<file path="src/rtl/isa_pkg.sv">
// Shared ISA types: the machine word and the entry carried from fetch to decode.
package isa_pkg;

   typedef logic [31:0] word_t;

   typedef struct packed {
      word_t pc;
      word_t instr;
      logic  pred_taken;
      word_t pred_pc;
   } fetch_entry_t;

endpackage

</file>
<file path="src/rtl/fetch_decode_queue.sv">
// In-order fetch-to-decode instruction queue with single-cycle misprediction flush.
// Optional same-cycle empty-queue bypass enabled by defining FETCH_DECODE_QUEUE_BYPASS_EN.
module fetch_decode_queue
   import isa_pkg::*;
#(
   parameter int  DEPTH = 4,
   localparam int PTR_W = $clog2(DEPTH),
   localparam int CNT_W = $clog2(DEPTH + 1)
) (
   input  logic             CLK,
   input  logic             RST,
   input  logic             flush,
   input  logic             enq_valid,
   output logic             enq_ready,
   input  word_t            enq_pc,
   input  word_t            enq_instr,
   input  logic             enq_pred_taken,
   input  word_t            enq_pred_pc,
   output logic             deq_valid,
   input  logic             deq_ready,
   output word_t            deq_pc,
   output word_t            deq_instr,
   output logic             deq_pred_taken,
   output word_t            deq_pred_pc,
   output logic [CNT_W-1:0] count
);

   fetch_entry_t     r_mem [DEPTH];
   logic [DEPTH-1:0] r_valid;
   logic [PTR_W-1:0] r_head;
   logic [PTR_W-1:0] r_tail;
   logic [CNT_W-1:0] r_count;

   logic         w_empty;
   logic         w_full;
   logic         w_q_valid;
   logic         w_bypass;
   logic         w_enq_fire;
   logic         w_deq_fire;
   fetch_entry_t w_enq_entry;
   fetch_entry_t w_head_entry;
   fetch_entry_t w_deq_entry;

   assign w_enq_entry = '{pc: enq_pc, instr: enq_instr, pred_taken: enq_pred_taken, pred_pc: enq_pred_pc};

   assign w_empty   = (r_count == '0);
   assign w_full    = (r_count == CNT_W'(DEPTH));
   assign enq_ready = !w_full && !flush;
   assign w_q_valid = !w_empty && !flush;

`ifdef FETCH_DECODE_QUEUE_BYPASS_EN
   assign w_bypass = w_empty && enq_valid && deq_ready && !flush;
`else
   assign w_bypass = 1'b0;
`endif

   // A bypassed entry is consumed on the spot, so it is neither written nor counted.
   assign w_enq_fire = enq_valid && enq_ready && !w_bypass;
   assign w_deq_fire = w_q_valid && deq_ready;

   assign w_head_entry = (!w_empty && r_valid[r_head]) ? r_mem[r_head] : '0;
   assign w_deq_entry  = w_bypass ? w_enq_entry : w_head_entry;

   assign deq_valid      = w_q_valid || w_bypass;
   assign deq_pc         = w_deq_entry.pc;
   assign deq_instr      = w_deq_entry.instr;
   assign deq_pred_taken = w_deq_entry.pred_taken;
   assign deq_pred_pc    = w_deq_entry.pred_pc;
   assign count          = r_count;

   always_ff @(posedge CLK or posedge RST) begin
      if (RST) begin
         r_head  <= '0;
         r_tail  <= '0;
         r_count <= '0;
         r_valid <= '0;
      end else if (flush) begin
         r_head  <= '0;
         r_tail  <= '0;
         r_count <= '0;
         r_valid <= '0;
      end else begin
         // Enqueue and dequeue never target the same slot: that needs empty or full.
         if (w_enq_fire) begin
            r_tail          <= r_tail + PTR_W'(1);
            r_valid[r_tail] <= 1'b1;
         end
         if (w_deq_fire) begin
            r_head          <= r_head + PTR_W'(1);
            r_valid[r_head] <= 1'b0;
         end
         case ({w_enq_fire, w_deq_fire})
            2'b10:   r_count <= r_count + CNT_W'(1);
            2'b01:   r_count <= r_count - CNT_W'(1);
            default: r_count <= r_count;
         endcase
      end
   end

   always_ff @(posedge CLK) begin
      if (w_enq_fire) begin
         r_mem[r_tail] <= w_enq_entry;
      end
   end

   a_count_bound: assert property (@(posedge CLK) disable iff (RST) r_count <= CNT_W'(DEPTH));

endmodule

</file>
<file path="config.mk">
export PLATFORM = sky130hd
export DESIGN_NAME = fetch_decode_queue
export DESIGN_NICKNAME = d
export VERILOG_FILES = /design/src/rtl/isa_pkg.sv /design/src/rtl/fetch_decode_queue.sv
export SDC_FILE = /design/constraint.sdc
export NUM_CORES = 1
export LEC_CHECK = 0
export ABC_AREA = 0
export CELL_PAD_IN_SITES_DETAIL_PLACEMENT = 2
export CELL_PAD_IN_SITES_GLOBAL_PLACEMENT = 2
export CORE_AREA = 2 2 187 189
export DETAILED_ROUTE_END_ITERATION = 6
export DIE_AREA = 0 0 189 191
export PLACE_DENSITY_LB_ADDON = 0.15
export REMOVE_ABC_BUFFERS = 1
export SETUP_SLACK_MARGIN = 0.4
export SYNTH_ARGS = -nofsm -noshare
export SYNTH_HDL_FRONTEND = slang
export SYNTH_SLANG_ARGS = --single-unit
</file>
<file path="constraint.sdc">
create_clock -name CLK -period 6.7 [get_ports CLK]
set_clock_uncertainty 0.15 [all_clocks]
set_input_delay 1.34 -clock CLK [delete_from_list [all_inputs] [get_ports CLK]]
set_output_delay 1.34 -clock CLK [all_outputs]
set_load 0.02 [all_outputs]
</file>
Yosys cells after proc, flatten, opt, wreduce, memory -nomap -nowiden:

Memory sizes are Yosys's and may differ from the RTL's.
Index checks and enable logic that the tools add are counted.

* input bits: 102
* bits in registers: 11
* word-level logic and storage cells: 52
* memories: 1
* bits in writable memories: 388
* output and inout bits: 102

Memory list
* r_mem: depth 4, width 97, rd ports 1, clocked after Yosys merged registers in 0, write ports 1, line fetch_decode_queue.sv:28 `fetch_entry_t r_mem [DEPTH];`

* reductions and logical operators: 14
* magnitude comparators: 4
* muxes and demuxes: 19
* $add $sub $neg: 4
* equal/unequal tests: 3
* bitwise gates (word level): 3

Operator list (count)
* 97-bit 2-to-1 mux: 1
* 4-bit 2-to-1 mux: 4
* 2-bit 2-to-1 mux: 4
* 1-bit logical AND: 7
* 2-bit by 3-bit < comparator with 1-bit output, second input constant: 2
* 3-bit one-hot mux with 2 select lines: 1
* 1-bit 2-to-1 mux: 5
* 2-bit by 1-bit adder with 2-bit output, second input constant: 2
* 4-bit bitwise AND: 1
* 1-bit demux with 2-bit select: 2
* 2-bit by 1-bit >= comparator with 1-bit output, second input constant: 2
* 4-bit NOT: 1
* 4-bit bitwise OR: 1
* 2-bit nonzero test: 2
* 3-bit by 1-bit adder with 3-bit output, second input constant: 1
* 3-bit == test, second input constant: 1
* 1-bit logical NOT: 3
* 3-bit logical NOT: 1
* 3-bit 2-to-1 mux: 1
* 3-bit nonzero test: 1
* 3-bit by 1-bit subtractor with 3-bit output, second input constant: 1
* 1-bit binary-select mux with 2-bit select: 1
* 2-bit by 1-bit == test with 1-bit output, second input constant: 1
* 2-bit == test, second input constant: 1

Longest topological paths before layout:

* word-level depth: 10
* depth in mapped cells: 9
* mapped depth without buffers: 7

Worst setup path before layout:

Ideal clock, no wire load.

* kind: input-to-reg
* start point: in flush
* end point: mem r_mem[0][0] (netlist name), enable pin
* data required time: 6.083 ns
* path buffers: 1
* slack: 1.894 ns
* stages on the path: 3
* setup time: 0.467 ns
* arrival time: 4.190 ns
* path through: clkbuf_1 -> nor3_1 -> and2_1

* longest elaborated chain between the ends: 5

RTL lines
* start, declared: line fetch_decode_queue.sv:12 `input logic flush,`
* 1-bit logical NOT: line fetch_decode_queue.sv:48 `assign enq_ready = !w_full && !flush;`
* 1-bit logical AND: line fetch_decode_queue.sv:48
* 1-bit logical AND: line fetch_decode_queue.sv:58 `assign w_enq_fire = enq_valid && enq_ready && !w_bypass;`
* 1-bit 2-to-1 mux: line fetch_decode_queue.sv:101 `if (w_enq_fire) begin`
* 1-bit 2-to-1 mux (not written as such): line fetch_decode_queue.sv:102 `r_mem[r_tail] <= w_enq_entry;`
* end, declared: line fetch_decode_queue.sv:28

Every way passes these cells.

Worst setup path in the final report:

* start point: reg r_head[1]
* end point: out deq_instr[8]

* longest elaborated chain between the ends: 4
* elaborated cells between the ends (all ways): 5
* classes of those cells: mux (3); reduce/logical (1); memory (1)

RTL lines
* start, declared: line fetch_decode_queue.sv:30 `logic [PTR_W-1:0] r_head;`
* start signal, assigned: line fetch_decode_queue.sv:89 `r_head <= r_head + PTR_W'(1);`
* 1-bit binary-select mux with 2-bit select: line fetch_decode_queue.sv:61 `assign w_head_entry = (!w_empty && r_valid[r_head]) ? r_mem[r_head] : '0;`
* 1-bit 2-to-1 mux (not written as such): line fetch_decode_queue.sv:61
* 1-bit logical AND: line fetch_decode_queue.sv:61
* 97-bit 2-to-1 mux (*): line fetch_decode_queue.sv:61
* end, declared: line fetch_decode_queue.sv:22 `output word_t deq_instr,`

Every way passes the cells marked *; elsewhere a longest branch is shown, timed or not. The select of a mux whose other input is x is not followed.

==> impl_metrics.csv <==
group,metric,value,unit
worst_hold_path,holdCritPathClass,"flip-flop to flip-flop",
synthesis,synth.distinct_cells,37,
routing,via_count,7730,
routing,drc,0,
synthesis,yosys_warnings,0,
finish,area_growth,25.36,%
synthesis,synth_edf_count,388,
floorplan,start_util,45.34,%
timing,worst_pin_slew,1.050,ns
critical_path,cpMostUsedCell,"buf_4",
timing,hold_viol,0,
timing,setup_viol,0,
critical_path,cp.required,5.21,ns
run_status,outcome,"complete, no violations",
finish,fillers,2823,
clocking,clk_latency,0.53,ns
synthesis,yosysSeqAreaShare,77.10,%
timing,finalCriticalPeriod,5.154,ns
synthesis,synthFlopType,"edfxtp_1",
timing,layout_worst_path_cycle_share,76.93,%
grt,antenna_found_initial,4,
synthesis,syn_inst,706,
clocking,clock-sinks,399,
clocking,cts_tree,"done",
critical_path,cp_slowest_cell,"buf_4",
critical_path,crit_chain,"buf_4 > buf_4 > mux4_2 > nor2b_1 > clkdlybuf4s50_1",
pwr,power_density,297.7,mW/mm2
synthesis,yosys.area.top_type,"edfxtp_1",
critical_path,worstPathArrival,3.66,ns
placement,hpwl,24720,um
placement,io_buffers,203,
critical_path,endpoint_kind,"primary output",
synthesis,async_flop_share,2.757,%
timing,fmax,194.0,MHz
clocking,cts_made_buffers,43,
synthesis,synth_top_area_share,75.32,%
clocking,clockRootBuffer,"clkbuf_16",
timing,maxSlewViolCount,0,
synthesis,syn_area,0.01547,mm2
clocking,htree_levels,2,
finish,num-nets-final,1037,
grt,overflow,0,
routing,wl_per_cell,28.10,um
floorplan,die_w,189,um
routing,drt_iter0_drc,499,
floorplan,die_h,191,um
floorplan,dieArea,0.03610,mm2
placement,place_congestion,0.7057,
critical_path,crit_fanout,59,
clocking,ctsResizeCount,0,
critical_path,cp-start-kind,"flip-flop",
grt,grtUsageTotal,22.44,%
timing,rsz0062_at_grt,"no",
floorplan,core_area,0.03412,mm2
placement,placed_cell_area,0.01798,mm2
grt,grt_pass1_vias,8889,
floorplan,rows,68,
pwr,finalPower,5.773,mW
finish,final_area,0.01939,mm2
clocking,postCtsSetupBuffers,0,
timing,finalWorstSetupSlack,1.546,ns
critical_path,max_stage_delay,0.67,ns
routing,vias_per_cell,5.447,
finish,drive_gt1_share,19.04,%
synthesis,syn_area_per_cell,21.91,um2
pwr,vdd_drop_max,192.8,uV
synthesis,synth_area_leaders,"edfxtp_1 (75%), mux4_2 (14%), nor2b_1 (3.9%)",
routing,ant_nets,0,
synthesis,synth-seq-cells,399,
clocking,clockBufferDepth,3,
critical_path,cp_top_family,"buffers and inverters",
job,cap_violations,0,
pwr,static-leakage-power,6.040,nW
critical_path,crit_buf_inv,3,
routing,wl,39880,um
clocking,clkTransAtPathRegs,0.06,ns
timing,slew-limit-headroom,30.00,%
routing,drt_first_pass_iters,4,
clocking,cts_hold_buf,0,
placement,preCtsSetupSlack,1.808,ns
grt,grt_first_pass_wirelength,59420,um
critical_path,worstSetupPathType,"flip-flop to primary output",
timing,whs,0.4961,ns
grt,grt_max_degree,71,
floorplan,ios,204,
[routing by layer]
metal	GRT usage, %	vias to the layer above	wire length (um)
met3	3.892	57	1697
met4	5.288	2	721
met5	0	-	16
met2	40.96	211	21610
met1	27.93	4137	15830
li1	-	3323	-
[power breakdown]
group	total, mW	switching (mW)	internal [mW]
registers	2.85	0.0306	2.82
logic	0.563	0.279	0.284
clock network	2.35	0.962	1.39
[cell usage after synthesis, types with 3 or more instances]
cell type	number
buf_4	6
dfrtp_1	11
nor2_1	7
buf_2	19
a21oi_1	3
edfxtp_1	388
a41oi_1	5
nor3_1	3
nor2b_1	97
ha_1	8
mux4_2	98
inv_1	8
nand3_1	4
a211oi_1	5
and2_1	5
clkbuf_1	14
[sequential cells by signal, summed over array words and instances (netlist names)]
signal / cells
r_head: 2
r_tail: 2
r_mem: 388
r_valid: 4
count: 3
[placed cells by master (no fill, tap or decap), types with 3 or more instances in the layout]
cell type          n
a211oi_1           5
a21oi_1            3
a41oi_1            5
and2_4             4
buf_4             13
bufinv_16          4
clkbuf_1           8
clkbuf_16         44
clkbuf_8           3
clkdlybuf4s50_1  203
clkinv_1          11
clkinv_2           7
dfrtp_1            9
diode_2            3
edfxtp_1         388
ha_1               8
inv_1              8
mux4_2            98
nand3_1            4
nor2_1             7
nor2b_1           97
nor3_1             3
[tightest hold or removal path, cell delays in order, from the launching register on]
cell and delay, ns:
dfrtp_1 0.34, a41oi_1 0.05, a211oi_1 0.20
[final timing paths]
| kind | startpoint | cells past startpoint | slack, ns | to |
|---|---|---|---|---|
| worst max-delay path | r_head[1] | 5 | 1.55 | deq_instr[8] |
| worst min-delay path | r_valid[0] | 2 | 0.50 | r_valid[0] |
| worst max register to register | count[1] | 6 | 3.39 | count[1] |
| worst min register to register | r_valid[0] | 2 | 0.50 | r_valid[0] |
| max in group asynchronous | RST | 2 | 5.04 | r_head[1] |
| min in group asynchronous | RST | 2 | 0.98 | r_head[0] |
[per-stage QoR]
stage,util [%],TNS [ns],instances
2_1_floorplan,-,-54.21,665
3_3_place_gp,52.70,0,1336
3_5_place_dp,52.70,0,1336
5_1_grt,56.82,0,1417
6_report,56.84,0,1419
4_1_cts,56.81,0,1416
[final cells by class]
type / instances / area [um2] / share of cell area, %
antenna: 3 / 7.507 / 0.03871
clock buffer: 55 / 1172 / 6.046
clock inverter: 25 / 230.2 / 1.187
inverter: 8 / 30.03 / 0.1549
multi-input combinational: 258 / 3318 / 17.11
sequential: 399 / 11930 / 61.54
tap: 455 / 569.3 / 2.936
timing repair buffer: 216 / 2130 / 10.98
[cell families after synthesis]
| kind of cell | after synthesis | synth area share [%] |
|---|---|---|
| flops | 399 | 77.10 |
| simple gates | 124 | 4.894 |
| mux | 102 | 14.54 |
| buf+inv | 49 | 1.545 |
| compound gates | 22 | 1.084 |
| fa+ha+maj | 9 | 0.7765 |
| xor+xnor | 1 | 0.05663 |
Power figures use the tool's default switching activity.
